## config.mk

```make
export PLATFORM = sky130hd
export DESIGN_NAME = ddr_write_control
export DESIGN_NICKNAME = d
export VERILOG_FILES = /design/src/rtl/ddr_if_pkg.sv /design/src/rtl/ddr_write_control.sv
export SDC_FILE = /design/constraint.sdc
export NUM_CORES = 1
export LEC_CHECK = 0
export ABC_AREA = 1
export ABC_CLOCK_PERIOD_IN_PS = 3000
export CAP_MARGIN = 40
export CORE_AREA = 2 2 466 468
export DETAILED_ROUTE_END_ITERATION = 7
export DIE_AREA = 0 0 468 470
export PLACE_DENSITY = 0.36
export SYNTH_ARGS = -nofsm -noshare
export SYNTH_HDL_FRONTEND = slang
export SYNTH_SLANG_ARGS = --single-unit
```

## constraint.sdc

```tcl
create_clock -name clk -period 3 [get_ports clk]
set_input_delay 0.6 -clock clk [delete_from_list [all_inputs] [get_ports clk]]
set_output_delay 0.6 -clock clk [all_outputs]
set_load 0.05 [all_outputs]
```

## src/rtl/ddr_if_pkg.sv

```systemverilog
// Shared DDR user-interface definitions: command encodings and the write
// controller state type.
package ddr_if_pkg;

    localparam logic [2:0] CMD_WRITE = 3'b000;
    localparam logic [2:0] CMD_READ  = 3'b001;

    typedef enum logic [2:0] {
        ST_IDLE,
        ST_FETCH,
        ST_LOAD,
        ST_ISSUE,
        ST_FIN
    } wr_state_e;

endpackage

```

## src/rtl/ddr_write_control.sv

```systemverilog
// DDR write-back controller: pops result words from an upstream FIFO and
// writes them to the memory controller one beat per burst at consecutive
// addresses, with independent command and write-data handshakes.
// Optional feature: define DDR_WR_STALL_CNT_EN to add the stall_cnt output.
module ddr_write_control
    import ddr_if_pkg::*;
#(
    parameter int APP_DATA_WIDTH = 512,
    parameter int APP_ADDR_WIDTH = 29,
    parameter int APP_CMD_WIDTH  = 3,
    parameter int DM_WIDTH       = 8,
    parameter int DDR_ADDR_LEN   = 32,
    parameter int SINGLE_LEN     = 24,
    parameter int ADDR_INC       = 8
) (
    input  logic                               clk,
    input  logic                               rst_n,
    input  logic                               init_calib_complete,
    input  logic [DDR_ADDR_LEN-1:0]            ddr_st_addr,
    input  logic [SINGLE_LEN-1:0]              ddr_len,
    input  logic                               ddr_conf,
    input  logic                               wr_fifo_empty,
    output logic                               wr_fifo_req,
    input  logic [APP_DATA_WIDTH-1:0]          wr_fifo_data,
    input  logic                               app_rdy,
    input  logic                               app_wdf_rdy,
    output logic [APP_CMD_WIDTH-1:0]           app_cmd,
    output logic [APP_ADDR_WIDTH-1:0]          app_addr,
    output logic                               app_en,
    output logic [APP_DATA_WIDTH-1:0]          app_wdf_data,
    output logic [APP_DATA_WIDTH/DM_WIDTH-1:0] app_wdf_mask,
    output logic                               app_wdf_wren,
    output logic                               app_wdf_end,
`ifdef DDR_WR_STALL_CNT_EN
    output logic [31:0]                        stall_cnt,
`endif
    output logic                               idle,
    output logic                               done
);

    wr_state_e                 state_q;
    logic [APP_ADDR_WIDTH-1:0] addr_q;
    logic [SINGLE_LEN-1:0]     len_q;
    logic [SINGLE_LEN-1:0]     beat_q;
    logic [APP_DATA_WIDTH-1:0] wdata_q;
    logic                      en_q;
    logic                      wren_q;
    logic                      done_q;

    logic cmd_ok;
    logic dat_ok;
    logic beat_done;
    logic last_beat;
    logic conf_ok;

    // Only the low address bits reach the controller; the rest is dropped.
    logic unused_addr_hi;
    assign unused_addr_hi = ^ddr_st_addr[DDR_ADDR_LEN-1:APP_ADDR_WIDTH];

    // A side is finished once its enable has been accepted, including this cycle.
    assign cmd_ok    = !en_q || app_rdy;
    assign dat_ok    = !wren_q || app_wdf_rdy;
    assign beat_done = (state_q == ST_ISSUE) && cmd_ok && dat_ok;
    assign last_beat = (beat_q + SINGLE_LEN'(1)) == len_q;
    assign conf_ok   = (state_q == ST_IDLE) && ddr_conf && init_calib_complete;

    // Transfer sequencing, beat addressing and both app-side handshakes.
    always_ff @(posedge clk or negedge rst_n) begin
        if (!rst_n) begin
            state_q <= ST_IDLE;
            addr_q  <= '0;
            len_q   <= '0;
            beat_q  <= '0;
            wdata_q <= '0;
            en_q    <= 1'b0;
            wren_q  <= 1'b0;
            done_q  <= 1'b0;
        end else begin
            done_q <= 1'b0;
            case (state_q)
                ST_IDLE: begin
                    if (conf_ok) begin
                        addr_q  <= ddr_st_addr[APP_ADDR_WIDTH-1:0];
                        len_q   <= ddr_len;
                        beat_q  <= '0;
                        state_q <= (ddr_len == '0) ? ST_FIN : ST_FETCH;
                    end
                end
                ST_FETCH: begin
                    // The pop itself is combinational so it lands in the entry cycle.
                    if (!wr_fifo_empty) state_q <= ST_LOAD;
                end
                ST_LOAD: begin
                    wdata_q <= wr_fifo_data;
                    en_q    <= 1'b1;
                    wren_q  <= 1'b1;
                    state_q <= ST_ISSUE;
                end
                ST_ISSUE: begin
                    if (app_rdy)     en_q   <= 1'b0;
                    if (app_wdf_rdy) wren_q <= 1'b0;
                    if (beat_done) begin
                        beat_q  <= beat_q + SINGLE_LEN'(1);
                        addr_q  <= addr_q + APP_ADDR_WIDTH'(ADDR_INC);
                        state_q <= last_beat ? ST_FIN : ST_FETCH;
                    end
                end
                ST_FIN: begin
                    done_q  <= 1'b1;
                    state_q <= ST_IDLE;
                end
                default: state_q <= ST_IDLE;
            endcase
        end
    end

`ifdef DDR_WR_STALL_CNT_EN
    logic [31:0] stall_q;

    // Cycles in ISSUE where some still-pending enable is back-pressured.
    always_ff @(posedge clk or negedge rst_n) begin
        if (!rst_n) begin
            stall_q <= '0;
        end else if (conf_ok) begin
            stall_q <= '0;
        end else if ((state_q == ST_ISSUE) &&
                     ((en_q && !app_rdy) || (wren_q && !app_wdf_rdy)) &&
                     (stall_q != '1)) begin
            stall_q <= stall_q + 32'd1;
        end
    end

    assign stall_cnt = stall_q;
`endif

    assign wr_fifo_req  = (state_q == ST_FETCH) && !wr_fifo_empty;
    assign app_cmd      = APP_CMD_WIDTH'(CMD_WRITE);
    assign app_addr     = addr_q;
    assign app_en       = en_q;
    assign app_wdf_data = wdata_q;
    assign app_wdf_mask = '0;
    assign app_wdf_wren = wren_q;
    assign app_wdf_end  = wren_q;
    assign idle         = (state_q == ST_IDLE);
    assign done         = done_q;

endmodule

```

==> results.yml <==
grt:
  grt_start_max_net_pins: 123
  gr-total-overflow: 0
  grt_pass1_vias: 24500
  antenna_found_initial: 86
  grt_pass1_wl_mm: 214
  grt_use_total_pct: 14.1
power:
  power_w: 0.0570
  p_seq_share_pct: 25.6
  vdd_drop_max_uv: 836
  power_density_nw_per_um2: 1350
  p_leak_nw: 19.4
  pwr-share-clk_pct: 18.3
  combPwrFrac_pct: 56.1
  switching_share_pct: 52.1
  p_int_w: 0.0273
  netSwitchingPower_w: 0.0297
timing:
  max_clock_freq_mhz: 364
  min_period_over_period_pct: 91.6
  rsz0062_at_grt: "false"
  setup-tns-final_ns: 0
  drv_slew: 0
  hold_viol: 0
  holdWs_ns: 0.407
  maxSlewHeadroom_pct: 43.6
  worst_slew_pin_slew_ns: 0.843
  fin_skew_ns: 0.0584
  period_needed_ns: 2.75
  report.final.setup_viol: 0
floorplan:
  die_h_um: 470
  io_pins: 1189
  core_um2: 216000
  start_util_pct: 11.5
  dieArea_um2: 220000
  die_w_um: 468
  std_cell_rows: 171
synthesis:
  syn_inst: 2969
  synthDistinctLibCells: 41
  synth.avg_cell_area_um2: 8.35
  ys_ff_latch: 595
  seq_area_frac_synth_pct: 60.1
  syn_area_um2: 24800
  yosys_most_used_dff: "dfrtp_1"
  synth-edff-count: 0
  synthArstFlopShare_pct: 100
  yosysWarnings: 0
final_layout:
  final_common_cell: "nand2_1"
  synthToLayoutAreaGrowth_pct: 70.4
  layout_common_cells: "1759 x nand2_1, 1084 x clkdlybuf4s50_1, 595 x dfrtp_1, 84 x clkbuf_16, 83 x inv_1"
  finish.utilization_pct: 19.6
  num-nets-final: 4682
  drive_gt1_share_pct: 6.34
  stdcell_count: 7033
placed_design:
  hpwlAfterDp_mm: 128
  dp_cells: 6872
  port_buffers: 1118
  globalplace.congestion: 0.832
run:
  drv_cap: 0
clock_network:
  cts-htree-levels: 3
  clock_latency_ns: 0.72
  cts_max_path_buffers: 3
  cts_tree: "done"
  cts.sinks: 595
  cts_buffers: 84
  clkSlewWorstSetupHoldPaths_ns: 0.06
  root_buffer: "clkbuf_16"
  cts-resized-gates: 0
drt:
  drt_first_pass_iters: 5
  routedWlPerCell_um: 22.7
  post_drt_via_cell_ratio: 3.42
  routed_wl_mm: 159
  postRouteAntennaNets: 0
  vias: 24000
  drc_errors: 0
  first_iter_violations: 1371
setup_path:
  worstSetupStartpoint: "app_addr[16]"
  critical_path_buf_inv_count: 1
  crit_path_cell_trace: "clkdlybuf4s50_1"
  cp-start-kind: "flip-flop"
  crit_slowest_cell: "clkdlybuf4s50_1"
  arrival_ns: 2.15
  crit_type: "reg -> out"
  crit_family: "buffers and inverters"
  max_stage_delay_ns: 0.97
  required_ns: 2.40
  crit_fanout: 6
  r2r_start: "state_q[2]"
  cp-end-kind: "primary output"
outcome:
  status: "completed"
hold_path:
  hold_path.class: "in -> reg"
  min_from: "wr_fifo_data[179]"
[routing by layer]
layer / up-vias / routed length (um) / global-route usage, % / share of wire [%]
met5: - / 273 / 0 / 0.17
met1: 11500 / 61200 / 15.8 / 38
met3: 231 / 17400 / 6.35 / 11
li1: 11300 / - / - / -
met2: 982 / 77500 / 24.4 / 49
met4: 46 / 3130 / 3.11 / 2.0
[cells in the mapped netlist (6+ instances only)]
master,count,area (um2)
buf_4,70,526
o21ai_1,7,35.0
nor2_4,6,67.6
clkbuf_1,80,300
nand3b_1,9,67.6
nor3_1,10,50.1
dfrtp_1,595,14900
nand2_1,1759,6600
inv_1,83,312
o22ai_1,16,100
o211ai_1,6,45.0
nand4_1,14,87.6
a21oi_1,14,70.1
nor2_1,57,214
nand3_2,7,70.1
nand2_2,6,37.5
xor2_1,14,123
o21ai_0,63,315
inv_2,6,22.5
nand3_1,64,320
buf_2,44,220
[sequential cells by signal, summed over array words and instances, names as in the netlist]
signal        flops
app_wdf_end       1
len_q            24
state_q           3
app_en            1
done              1
app_wdf_data    512
beat_q           24
app_addr         29
[path summary, 6_finish.rpt]
check / endpoint / slack (ns) / depth (start not counted)
setup / recovery: app_addr[16] / 0.25 / 1
setup reg to reg: app_wdf_data[465] / 0.65 / 5
hold reg to reg: app_wdf_data[272] / 0.47 / 2
max in group asynchronous: app_wdf_data[106] / 1.62 / 3
min in group asynchronous: app_addr[0] / 0.50 / 2
hold / removal: app_wdf_data[179] / 0.41 / 3
[area by class of cell]
class	count	area, um2
Timing Repair Buffer	1184	11800
Tap cell	2854	3570
Sequential cell	595	14900
Multi-Input combinational cell	2150	8740
Clock inverter	24	404
Antenna cell	14	35.0
Inverter	90	345
Fill cell	24200	173000
Clock buffer	122	2400
[cell families after synthesis]
| logic type | share of synthesized area, % |
|---|---|
| adder cells (fa/ha/maj) | 0.101 |
| multiplexers | 0.0404 |
| other | 0.0151 |
| AO/OA/AOI/OAI | 2.42 |
| buffers and inverters | 5.70 |
| flip-flops | 60.1 |
| XOR/XNOR | 0.727 |
| AND/OR/NAND/NOR | 30.9 |
[through the flow]
stage | instance area (um2) | setup slack [ns]
after floorplan | 25000 | 0.659
after global placement | 39400 | 0.391
after detailed placement | 39400 | 0.425
after CTS | 42200 | 0.0979
after global routing | 42200 | 0.132
final | 42200 | 0.253
[power by group through the flow]
stage	Clock (W)	Combinational, W	Sequential [W]
final	0.0104	0.0320	0.0146
after detailed placement	0	0.0326	0.0147
after CTS	0.0109	0.0327	0.0147
after floorplan	0	0.00675	0.0266
after global routing	0.0112	0.0341	0.0151
after global placement	0	0.0327	0.0146
[timing repair]
action                                 CTS  global route
hold buffers                             1             0
buffers inserted                         0             0
endpoints found under the hold margin   19             0
[tightest hold or removal path: cells and delay by family]
| kind | cells | cell delay (ns) |
|---|---|---|
| buffers and inverters | 1 | 0.39 |
| and+or+nand+nor | 2 | 0.11 |
Power figures use the tool's default switching activity.
